--- config.mk ---
export PLATFORM = sky130hd
export DESIGN_NAME = vdb_vga_tx
export DESIGN_NICKNAME = d
export VERILOG_FILES = /design/src/rtl/vdb_vga_tx.sv
export SDC_FILE = /design/constraint.sdc
export NUM_CORES = 1
export LEC_CHECK = 0
export CAP_MARGIN = 0
export CORE_UTILIZATION = 55
export DETAILED_ROUTE_END_ITERATION = 6
export DONT_BUFFER_PORTS = 1
export GPL_TIMING_DRIVEN = 0
export PLACE_DENSITY_LB_ADDON = 0.1
export SLEW_MARGIN = 20
export SYNTH_ARGS = -nofsm -noshare
export SYNTH_HDL_FRONTEND = slang
export SYNTH_SLANG_ARGS = --single-unit
--- constraint.sdc ---
create_clock -name pixel_clk -period 4.3 [get_ports pixel_clk]
set_input_delay 1.075 -clock pixel_clk [delete_from_list [all_inputs] [get_ports pixel_clk]]
set_output_delay 1.075 -clock pixel_clk [all_outputs]
set_load 0.005 [all_outputs]
--- src/rtl/vdb_vga_tx.sv ---
// VGA timing source for the devboard monitor: parameterised sync generation with a valid/ready pixel feed.
// Optional build macro VDB_VGA_TX_TEST_PATTERN_EN: underrun slots show an 8-bar colour pattern instead of black.
module vdb_vga_tx #(
    parameter int HOR_ACT   = 640,
    parameter int HOR_FP    = 16,
    parameter int HOR_SYNC  = 96,
    parameter int HOR_BP    = 48,
    parameter int VERT_ACT  = 480,
    parameter int VERT_FP   = 11,
    parameter int VERT_SYNC = 2,
    parameter int VERT_BP   = 31
) (
    input  logic       pixel_clk,
    input  logic       rst_n,
    input  logic       enable,
    input  logic       pix_valid,
    input  logic [7:0] pix_r,
    input  logic [7:0] pix_g,
    input  logic [7:0] pix_b,
    output logic       pix_ready,
    output logic [7:0] r,
    output logic [7:0] g,
    output logic [7:0] b,
    output logic       hsync,
    output logic       vsync,
    output logic       active_video,
    output logic       sof,
    output logic       underrun,
    input  logic       underrun_clr
);

    localparam int H_TOT = HOR_SYNC + HOR_BP + HOR_ACT + HOR_FP;
    localparam int V_TOT = VERT_SYNC + VERT_BP + VERT_ACT + VERT_FP;

    if (H_TOT > 2048 || V_TOT > 1024) begin : g_size_check
        $error("vdb_vga_tx: H_TOT must not exceed 2048 and V_TOT must not exceed 1024");
    end

    localparam logic [10:0] H_SYNC_END = 11'(HOR_SYNC);
    localparam logic [10:0] H_ACT_BEG  = 11'(HOR_SYNC + HOR_BP);
    localparam logic [10:0] H_ACT_END  = 11'(HOR_SYNC + HOR_BP + HOR_ACT);
    localparam logic [10:0] H_LAST     = 11'(H_TOT - 1);
    localparam logic [9:0]  V_SYNC_END = 10'(VERT_SYNC);
    localparam logic [9:0]  V_ACT_BEG  = 10'(VERT_SYNC + VERT_BP);
    localparam logic [9:0]  V_ACT_END  = 10'(VERT_SYNC + VERT_BP + VERT_ACT);
    localparam logic [9:0]  V_LAST     = 10'(V_TOT - 1);

    typedef enum logic {
        IDLE,
        RUN
    } state_t;

    state_t      state_q, state_d;
    logic [10:0] h_cnt, h_d;
    logic [9:0]  v_cnt, v_d;

    always_ff @(posedge pixel_clk or negedge rst_n) begin
        if (!rst_n) begin
            state_q <= IDLE;
            h_cnt   <= '0;
            v_cnt   <= '0;
        end else begin
            state_q <= state_d;
            h_cnt   <= h_d;
            v_cnt   <= v_d;
        end
    end

    // enable is only honoured on the last pixel of a frame, so a frame always completes
    always_comb begin
        state_d = state_q;
        h_d     = h_cnt;
        v_d     = v_cnt;
        case (state_q)
            IDLE: begin
                h_d = '0;
                v_d = '0;
                if (enable) state_d = RUN;
            end
            RUN: begin
                if (h_cnt == H_LAST) begin
                    h_d = '0;
                    if (v_cnt == V_LAST) begin
                        v_d = '0;
                        if (!enable) state_d = IDLE;
                    end else begin
                        v_d = v_cnt + 10'd1;
                    end
                end else begin
                    h_d = h_cnt + 11'd1;
                end
            end
            default: state_d = IDLE;
        endcase
    end

    logic run, hs_n, vs_n, h_act, v_act, frame_start, underrun_slot;

    always_comb begin
        run           = (state_q == RUN);
        hs_n          = !run || (h_cnt >= H_SYNC_END);
        vs_n          = !run || (v_cnt >= V_SYNC_END);
        h_act         = (h_cnt >= H_ACT_BEG) && (h_cnt < H_ACT_END);
        v_act         = (v_cnt >= V_ACT_BEG) && (v_cnt < V_ACT_END);
        pix_ready     = run && h_act && v_act;
        frame_start   = run && (h_cnt == '0) && (v_cnt == '0);
        underrun_slot = pix_ready && !pix_valid;
    end

    logic [7:0] fill_r, fill_g, fill_b;

`ifdef VDB_VGA_TX_TEST_PATTERN_EN
    localparam int BAR_SHIFT = ($clog2(HOR_ACT) > 3) ? ($clog2(HOR_ACT) - 3) : 0;

    logic [10:0] act_idx;
    logic [2:0]  bar;

    // bar colour bits: red in bars 0,1,4,5; green in 0..3; blue in even bars
    always_comb begin
        act_idx = h_cnt - H_ACT_BEG;
        bar     = 3'(act_idx >> BAR_SHIFT);
        fill_r  = pix_valid ? pix_r : {8{~bar[1]}};
        fill_g  = pix_valid ? pix_g : {8{~bar[2]}};
        fill_b  = pix_valid ? pix_b : {8{~bar[0]}};
    end
`else
    always_comb begin
        fill_r = pix_valid ? pix_r : '0;
        fill_g = pix_valid ? pix_g : '0;
        fill_b = pix_valid ? pix_b : '0;
    end
`endif

    always_ff @(posedge pixel_clk or negedge rst_n) begin
        if (!rst_n) begin
            hsync        <= 1'b1;
            vsync        <= 1'b1;
            active_video <= 1'b0;
            sof          <= 1'b0;
            r            <= '0;
            g            <= '0;
            b            <= '0;
            underrun     <= 1'b0;
        end else begin
            hsync        <= hs_n;
            vsync        <= vs_n;
            active_video <= pix_ready;
            sof          <= frame_start;
            r            <= pix_ready ? fill_r : '0;
            g            <= pix_ready ? fill_g : '0;
            b            <= pix_ready ? fill_b : '0;
            if (underrun_slot) underrun <= 1'b1;
            else if (underrun_clr) underrun <= 1'b0;
        end
    end

endmodule

==> flow_metrics.env <==
export IMPL_detailroute_wirelength_met2_mm=2.01
export IMPL_cts_repair_resized=0
export IMPL_synth_lib_cells_used_distinct=41
export IMPL_setup_worst_path_end_class="primary output"
export IMPL_critical_path_top_delay_family="simple AND/OR/NAND/NOR gates"
export IMPL_grt_pass1_wl_mm=7.28
export IMPL_drv_cap=0
export IMPL_path_class="flip-flop to primary output"
export IMPL_crit_path_cell_trace="inv_1, ha_1, nor4b_1, nand3_1, and2_1, nor3_1"
export IMPL_grt_pass1_vias=1536
export IMPL_ys_warnings_count=0
export IMPL_fillCellCount=289
export IMPL_arrival_ns=2.24
export IMPL_critical_path_buf_inv_count=1
export IMPL_route_antenna_remaining_nets=0
export IMPL_timing_hold_violations_final=0
export IMPL_syn_area_sq_um=2230
export IMPL_groute_usage_overall_pct=22.9
export IMPL_clk_pin_slew_worst_paths_ns=0.09
export IMPL_endpoints_failing_setup=0
export IMPL_critical_path_max_stage_delay_ns=0.46
export IMPL_post_synth_main_area_contributors="sky130_fd_sc_hd__dfrtp_1 55%, sky130_fd_sc_hd__and2_1 7.0%, sky130_fd_sc_hd__ha_1 3.4%"
export IMPL_timing_final_crit_share_pct=77.1
export IMPL_postSynth_asyncResetShare_pct=100
export IMPL_grt_setup_unrepaired="no"
export IMPL_most_frequent_cell_after_synthesis="sky130_fd_sc_hd__dfrtp_1"
export IMPL_netlist_area_leader_share_pct=55.0
export IMPL_worst_slew_pin_transition_ns=0.747
export IMPL_coreArea_sq_um=3770
export IMPL_tritoncts_num_buffers=5
export IMPL_std_cell_rows=22
export IMPL_initial_core_util_pct=59.1
export IMPL_port_buffers=0
export IMPL_area_growth_synth_to_final_pct=8.14
export IMPL_top_layer="met4"
export IMPL_cts_root_buf="sky130_fd_sc_hd__clkbuf_8"
export IMPL_tritoncts="done"
export IMPL_drt_pass1_iterations=4
export IMPL_pin_count_of_the_biggest_net_entering_global_routing=52
export IMPL_postCtsSetupRepairBufs=0
export IMPL_hpwl_mm=2.90
export IMPL_sequential_share_of_the_synthesized_area_pct=57.4
export IMPL_syn_nets=235
export IMPL_wl_mm=4.21
export IMPL_crit_slowest_cell="sky130_fd_sc_hd__nor4b_1"
export IMPL_drt_first_iter_violations=114
export IMPL_max_clock_path_buffers=2
export IMPL_hp_class="primary input to asynchronous set/reset pin"
export IMPL_postSynthAreaPerCell_sq_um=11.1
export IMPL_fin_crit_ns=3.32
export IMPL_finish_utilization_pct=63.9
export IMPL_drive_gt1_share_pct=10.1
export IMPL_num_antenna_cells=0
export IMPL_worst_r2r_path_depth=7
export IMPL_synth_largest_area_cell="sky130_fd_sc_hd__dfrtp_1"
export IMPL_chip_height_um=65.7
export IMPL_crit_fanout=5
export IMPL_postSynthRegisterBits=51
export IMPL_drt_wirelength_per_cell_um=16.5
export IMPL_design_die_area_sq_um=4310
export IMPL_post_drt_via_cell_ratio=5.98
export IMPL_grt_overflow_total=0
export IMPL_setup_tns_ns=0
export IMPL_vias=1532
export IMPL_power_per_cell_area_nw_per_um2=434
export IMPL_drt_drc_violations_left=0
export IMPL_finClkSkew_ns=0.00975
export IMPL_synth_edf_count=0
export IMPL_rr_endpoint="b[0]$_DFF_PN0_"
export IMPL_cts_hold_buf=0
export IMPL_slew_violations=0
export IMPL_timing_max_slew_rel_slack_pct=49.8
export IMPL_cp_required_ns=3.22
export IMPL_synthFlopType="sky130_fd_sc_hd__dfrtp_1"
export IMPL_reg2reg_from="v_cnt[0]$_DFFE_PN0P_"
export IMPL_globalplace_congestion=0.882
export IMPL_fp_dieW_um=65.7
export IMPL_syn_instance_count=200
export IMPL_worstSkewPairLatency_ns=0.30
export IMPL_clock_sinks=51
export IMPL_vdd_drop_max_uv=232
export IMPL_nNetsFinal=242
export IMPL_reg2reg_setup_slack_ns=1.78
export IMPL_status="finished, final reports clean"
export IMPL_worst_setup_path_start_kind="flip-flop"
export IMPL_ios=59
export IMPL_path_depth=6
export IMPL_drt_met1_wl_mm=1.78
export IMPL_yosys_top_cells_count="49 x sky130_fd_sc_hd__dfrtp_1, 25 x sky130_fd_sc_hd__and2_1, 20 x sky130_fd_sc_hd__nor2_1, 12 x sky130_fd_sc_hd__nand3_1"
export IMPL_static_leakage_power_nw=1.13
export IMPL_htree_levels=2
export IMPL_timing_fmax_mhz=302
export IMPL_met3_wirelength_um=386
export IMPL_initial_antenna_violation_count=0
[where the power goes]
group | switching [W] | internal (W) | leakage, nW
Combinational | 0.0000726 | 0.0000671 | 0.378
Clock | 0.000156 | 0.000191 | 0.0618
Sequential | 0.0000392 | 0.000519 | 0.686
[through the flow]
step           setup WS [ns]  cells  total power [W]  hold WS, ns  area (sq um)
6_report               0.984    256          0.00105        0.451          2410
5_1_grt                0.851    256          0.00110        0.431          2410
4_1_cts                 1.02    256          0.00105        0.447          2410
3_5_place_dp            1.34    248         0.000704        0.494          2290
3_3_place_gp            1.40    248         0.000697        0.478          2290
2_1_floorplan           1.71    200         0.000674        0.455          2230
[layer usage]
layer	up-vias	global-route usage (%)
met5	-	0
met4	0	7.61
met3	4	9.72
met2	70	34.4
met1	752	29.6
li1	706	-
[layout make-up]
class | count | area [sq um] | share of cell area [%]
Sequential cell | 51 | 1280 | 53.0
Multi-Input combinational cell | 133 | 875 | 36.3
Clock buffer | 6 | 82.6 | 3.43
Tap cell | 48 | 60.1 | 2.49
Buffer | 7 | 42.5 | 1.76
Clock inverter | 2 | 38.8 | 1.61
Inverter | 9 | 33.8 | 1.40
[state kept, by name, indices dropped and copies added, names as in the netlist, 8 cells and up]
register / flops
g: 8
h_cnt: 11
v_cnt: 10
b: 8
r: 8
[worst register-to-register path: stages (launching register included)]
cell                        delay, ns
sky130_fd_sc_hd__dfrtp_1         0.43
sky130_fd_sc_hd__inv_1           0.13
sky130_fd_sc_hd__ha_1            0.19
sky130_fd_sc_hd__nor4b_1         0.46
sky130_fd_sc_hd__nand3_1         0.20
sky130_fd_sc_hd__a2111oi_2       0.57
sky130_fd_sc_hd__clkbuf_1        0.31
sky130_fd_sc_hd__and2_1          0.17
[cell usage in the layout, fill, tap and decap left out, drive strengths merged, types with 2 or more instances in the layout]
cell    instances
nand3          12
ha              6
xor2            2
nand2           9
nor2           20
dfrtp          49
inv            10
nor3            6
buf             2
and2           25
o31ai           5
nor4            4
or4             4
nor4b           2
o211ai          3
dfstp           2
a211o           2
and3            5
clkbuf         11
xnor2           8
nand2b          3
or3             2
nand4           3
[logic make-up (layout without fill, tap and decap cells)]
family / count (synthesis) / after routing / share of synthesized area (%)
muxes: 1 / 1 / 0.449
adders and majority gates: 6 / 6 / 3.37
AOI/OAI and AO/OA: 21 / 21 / 7.86
buffers and inverters: 16 / 24 / 3.42
xor gates and xnor gates: 10 / 10 / 3.93
and+or+nand+nor: 95 / 95 / 23.6
DFF: 51 / 51 / 57.4
[how the worst max path moves through the flow]
stage                               from         to  slack (ns)
finish              v_cnt[0]$_DFFE_PN0P_  pix_ready        0.98
global route        v_cnt[1]$_DFFE_PN0P_  pix_ready        0.85
CTS                 v_cnt[0]$_DFFE_PN0P_  pix_ready        1.02
detailed placement  v_cnt[0]$_DFFE_PN0P_  pix_ready        1.34
global placement    v_cnt[0]$_DFFE_PN0P_  pix_ready        1.40
floorplan           v_cnt[0]$_DFFE_PN0P_  pix_ready        1.71
Power figures use the tool's default switching activity.
